--- src/rtl/pipe_perf_mon.sv ---
// pipe_perf_mon: per-channel hazard event counters, a free-running cycle counter,
// a timestamped first-word-fall-through trace FIFO and a registered debug readout.
module pipe_perf_mon #(
    parameter int NUM_EVT     = 4,
    parameter int CNT_W       = 32,
    parameter int TRACE_DEPTH = 16,
    parameter int SATURATE    = 0
) (
    input  logic               clk,
    input  logic               rstn,
    input  logic               enable,
    input  logic               clear,
    input  logic [NUM_EVT-1:0] evt_i,
    input  logic [4:0]         rd_sel,
    output logic [CNT_W-1:0]   rd_data,
    output logic               trace_valid,
    input  logic               trace_ready,
    output logic [CNT_W-1:0]   trace_cycle,
    output logic [NUM_EVT-1:0] trace_evt,
    output logic               trace_drop
);
    localparam int PTR_W = (TRACE_DEPTH > 1) ? $clog2(TRACE_DEPTH) : 1;
    localparam int OCC_W = $clog2(TRACE_DEPTH + 1);
    localparam int REC_W = CNT_W + NUM_EVT;
    localparam logic [CNT_W-1:0] ALL_ONES   = '1;
    localparam logic [CNT_W-1:0] CNT_ONE    = CNT_W'(1);
    localparam logic [OCC_W-1:0] OCC_FULL   = OCC_W'(TRACE_DEPTH);
    localparam logic [OCC_W-1:0] OCC_ONE    = OCC_W'(1);
    localparam logic [PTR_W-1:0] PTR_ONE    = PTR_W'(1);
    localparam logic [4:0]       SEL_STATUS = 5'(NUM_EVT + 1);

    logic [CNT_W-1:0] cycle_cnt;
    logic [CNT_W-1:0] evt_cnt [NUM_EVT];
    logic [NUM_EVT:0] ovf;
    logic [REC_W-1:0] mem [TRACE_DEPTH];
    logic [PTR_W-1:0] wr_ptr;
    logic [PTR_W-1:0] rd_ptr;
    logic [OCC_W-1:0] occ;
    logic             full;
    logic             push_req;
    logic             do_push;
    logic             do_pop;
    logic [REC_W-1:0] head;
    logic [CNT_W-1:0] status;
    logic [CNT_W-1:0] rd_next;

    // All-ones either wraps to zero or sticks, depending on the overflow mode.
    function automatic logic [CNT_W-1:0] bump(input logic [CNT_W-1:0] v);
        if (v == ALL_ONES) begin
            return (SATURATE != 0) ? ALL_ONES : '0;
        end
        return v + CNT_ONE;
    endfunction

    assign trace_valid = (occ != '0);
    assign head        = mem[rd_ptr];
    assign {trace_cycle, trace_evt} = trace_valid ? head : '0;

    always_comb begin
        full     = (occ == OCC_FULL);
        do_pop   = trace_valid && trace_ready;
        push_req = enable && (evt_i != '0);
        do_push  = push_req && (!full || do_pop);
    end

    always_ff @(posedge clk or posedge rstn) begin
        if (rstn) begin
            cycle_cnt <= '0;
            ovf       <= '0;
            for (int k = 0; k < NUM_EVT; k++) evt_cnt[k] <= '0;
        end else if (clear) begin
            cycle_cnt <= '0;
            ovf       <= '0;
            for (int k = 0; k < NUM_EVT; k++) evt_cnt[k] <= '0;
        end else if (enable) begin
            cycle_cnt <= bump(cycle_cnt);
            if (cycle_cnt == ALL_ONES) ovf[NUM_EVT] <= 1'b1;
            for (int k = 0; k < NUM_EVT; k++) begin
                if (evt_i[k]) begin
                    evt_cnt[k] <= bump(evt_cnt[k]);
                    if (evt_cnt[k] == ALL_ONES) ovf[k] <= 1'b1;
                end
            end
        end
    end

    always_ff @(posedge clk or posedge rstn) begin
        if (rstn) begin
            wr_ptr     <= '0;
            rd_ptr     <= '0;
            occ        <= '0;
            trace_drop <= 1'b0;
        end else if (clear) begin
            wr_ptr     <= '0;
            rd_ptr     <= '0;
            occ        <= '0;
            trace_drop <= 1'b0;
        end else begin
            if (do_push) wr_ptr <= wr_ptr + PTR_ONE;
            if (do_pop)  rd_ptr <= rd_ptr + PTR_ONE;
            if (do_push && !do_pop)      occ <= occ + OCC_ONE;
            else if (do_pop && !do_push) occ <= occ - OCC_ONE;
            if (push_req && full && !do_pop) trace_drop <= 1'b1;
        end
    end

    // The timestamp is the cycle count before this edge's increment.
    always_ff @(posedge clk) begin
        if (do_push && !clear) mem[wr_ptr] <= {cycle_cnt, evt_i};
    end

    always_comb begin
        status           = CNT_W'(64'(ovf) | (64'(occ) << 17));
        status[CNT_W-1]  = trace_drop;
        rd_next          = '0;
        if (rd_sel == 5'd0) rd_next = cycle_cnt;
        for (int k = 0; k < NUM_EVT; k++) begin
            if (rd_sel == 5'(k + 1)) rd_next = evt_cnt[k];
        end
        if (rd_sel == SEL_STATUS) rd_next = status;
    end

    always_ff @(posedge clk or posedge rstn) begin
        if (rstn) rd_data <= '0;
        else      rd_data <= rd_next;
    end
endmodule

--- config.mk ---
export PLATFORM = sky130hd
export DESIGN_NAME = pipe_perf_mon
export DESIGN_NICKNAME = d
export VERILOG_FILES = /design/src/rtl/pipe_perf_mon.sv
export SDC_FILE = /design/constraint.sdc
export NUM_CORES = 1
export LEC_CHECK = 0
export ABC_CLOCK_PERIOD_IN_PS = 20000
export CELL_PAD_IN_SITES_DETAIL_PLACEMENT = 1
export CELL_PAD_IN_SITES_GLOBAL_PLACEMENT = 1
export CORE_MARGIN = 8
export CORE_UTILIZATION = 25
export CTS_CLUSTER_DIAMETER = 80
export DETAILED_ROUTE_END_ITERATION = 12
export PLACE_DENSITY_LB_ADDON = 0.1
export SYNTH_ARGS = -nofsm -noshare
export SYNTH_HDL_FRONTEND = slang
export SYNTH_SLANG_ARGS = --single-unit
--- constraint.sdc ---
create_clock -name clk -period 20 [get_ports clk]
set_input_delay 3 -clock clk [delete_from_list [all_inputs] [get_ports clk]]
set_output_delay 3 -clock clk [all_outputs]
set_load 0.01 [all_outputs]
==> flow_metrics.tcl <==
set metrics [dict create \
    slew_violations 0 \
    ys_warn_count 0 \
    required_ns 17.00 \
    ys_top_cells_by_count "576 x edfxtp_1, 211 x dfrtp_1, 189 x nor2_1" \
    crit_fanout 55 \
    cts_buffers 96 \
    track_usage_pct 14.2 \
    drt_first_pass_iters 8 \
    ctsResizeCount 0 \
    die_height_um 380 \
    synth_most_common_cell "edfxtp_1" \
    ios 84 \
    gp_congestion 0.735 \
    portBuffers 83 \
    synth.top_cell.area_share_pct 52.2 \
    ant_nets 0 \
    slowest_stage "dfrtp_4" \
    rsz0062_at_grt "false" \
    cts_tree "yes" \
    drive_gt1_share_pct 18.9 \
    crit_chain "buf_4, buf_4, mux4_2, mux4_2, and2_1, clkdlybuf4s50_1" \
    initial_utilization_pct 25.2 \
    cap_viol_max_count 0 \
    rows 133 \
    synthFlopType "edfxtp_1" \
    synth_seq_cells 787 \
    critPathArrivalTime_ns 4.91 \
    critPathKind "reg -> out" \
    async_reset_ff_share_pct 26.8 \
    rr_startpoint "occ[0]" \
    fin_setup_tns_ns 0 \
    tightest_slew_ns 1.09 \
    vias 19100 \
    post-route-period-util_pct 39.6 \
    routed_wl_um 104000 \
    ys_seq_area_share_pct 68.1 \
    dp_cells 3823 \
    clk_pin_slew_ns 0.06 \
    worstSkewPairLatency_ns 0.69 \
    post-cts-setup-buffer-count 0 \
    min_path_cells 1 \
    clock_skew_ns 0.0252 \
    syn_inst 2042 \
    nFillCells 13700 \
    grt_max_degree 120 \
    setup-violations-final 0 \
    initialDrtViolationCount 1475 \
    wl_per_cell_um 26.1 \
    hold_slack_ns 0.493 \
    syn_area_um2 33100 \
    vias_per_cell 4.76 \
    cts_buffer_depth 3 \
    fin_nets 2195 \
    antenna_found_initial 4 \
    synth.largest_area_cell "edfxtp_1" \
    core_area_um2 131000 \
    finalPower_mw 3.99 \
    synth_edf_count 576 \
    end_kind "primary output" \
    area_growth_pct 18.3 \
    max_stage_delay_ns 0.89 \
    cts-hold-fix-buffers 0 \
    die_area_um2 144000 \
    power.density_nw_per_um2 102 \
    startpoint_type "register" \
    first_global_vias 20700 \
    avgSynthCellArea_um2 16.2 \
    h-tree-depth 3 \
    relSlewSlack_pct 27.0 \
    die_w_um 380 \
    clock_sinks 787 \
    synth_cell_type_count 68 \
    timing.rr.end "mem[5][6]" \
    status "complete, no violations" \
    finalNonFillerCells 4000 \
    holdPathEnd "ovf[1]" \
    ir_worst_vdd_mv 0.0672 \
    reg2reg_depth 5 \
    synth.net_count 2071 \
    synthTopCellsByArea "edfxtp_1 52%, dfrtp_1 16%, mux4_2 12%, xor2_1 2.5%, nor2_1 2.1%" \
    min_from "ovf[1]" \
    clock.fmax_mhz 126 \
    cts_root_buf "clkbuf_16" \
    period_minus_slack_ns 7.91 \
    reg2reg_slack_ns 16.75 \
    hpwl_um 62400 \
    grt_overflow 0 \
    p_leak_nw 13.1 \
    hp-class "reg -> reg" \
    grt_pass1_wl_um 153000 \
    hold_violations 0 \
    drcViolationCount 0 \
]
-- worst max-delay path by stage --
stage	from	endpoint	slack (ns)	depth (start not counted)
2_1_floorplan	rstn	cycle_cnt[0]	11.23	1
3_3_place_gp	rd_ptr[1]	trace_cycle[16]	12.70	6
3_5_place_dp	rd_ptr[1]	trace_evt[0]	12.67	6
4_1_cts	rd_ptr[1]	trace_evt[0]	11.91	6
5_1_grt	rd_ptr[1]	trace_cycle[14]	11.83	6
6_report	rd_ptr[1]	trace_cycle[14]	12.09	6
-- logic make-up (layout without fill, tap and decap cells) --
logic type,Yosys count,in the layout,synth area share (%)
DFF,787,787,68.1
and+or+nand+nor,630,630,10.0
muxes,188,188,12.5
AOI/OAI and AO/OA,155,155,3.47
xor gates and xnor gates,137,137,3.62
buffers and inverters,130,331,1.67
adders and majority gates,15,15,0.589
other,0,2,0
-- per-layer routing --
layer / wire (um) / global-route usage (%) / part of all wire, %
met1: 47800 / 19.4 / 46
met2: 51400 / 24.0 / 49
met3: 3490 / 2.12 / 3.3
met4: 1820 / 3.36 / 1.7
met5: 0 / 0 / 0
-- sequential cells by signal (all words and copies together), names as in the netlist --
register / flops
rd_ptr: 4
trace_drop: 1
occ: 5
rd_data: 32
ovf: 5
wr_ptr: 4
cycle_cnt: 32
mem: 576
evt_cnt: 128
-- critical path, delay by kind of cell, from the launching register on --
family	cells	cell delay, ns
buffers and inverters	3	2.08
muxes	2	0.90
DFF	1	0.89
and+or+nand+nor	1	0.19
-- layout by cell type (no fill, tap or decap), drive strengths merged, types with 5 or more instances in the layout --
master / count
edfxtp: 576
dfrtp: 211
nor2: 189
mux4: 180
clkbuf: 123
nand2: 100
xor2: 95
clkdlybuf4s50: 82
nand4: 76
nand3: 68
and2: 57
buf: 49
clkinv: 46
xnor2: 42
a22oi: 36
a222oi: 29
a21oi: 28
inv: 27
nor3: 26
nor4: 25
and3: 25
o21ai: 24
and4: 17
ha: 14
a31oi: 12
or3: 10
nor2b: 10
nor4b: 6
mux2i: 5
or4: 5
-- power breakdown --
part | total [mW] | internal (mW) | switching (mW)
clock | 1.67 | 0.960 | 0.714
combinational | 0.515 | 0.264 | 0.251
sequential | 1.80 | 1.76 | 0.0420
-- through the flow --
stage                     utilization [%]  setup WS, ns  cell area, um^2
final                                29.8         12.09            39200
after floorplan                         -         11.23            33100
after detailed placement             27.5         12.67            36200
after global routing                 29.8         11.83            39200
after CTS                            29.8         11.91            39200
after global placement               27.5         12.70            36200
-- area by class of cell --
class / count / area [um^2] / area share [%]
inverters: 25 / 101 / 0.259
well taps: 1755 / 2200 / 5.60
repair buffers: 131 / 1190 / 3.03
clock buffers: 123 / 2600 / 6.62
diodes: 2 / 5.00 / 0.0128
clock inverters: 52 / 442 / 1.13
flip-flops and latches: 787 / 22600 / 57.6
multi-input cells: 1125 / 10100 / 25.7
Note: power is estimated with default switching activity, not from simulation.
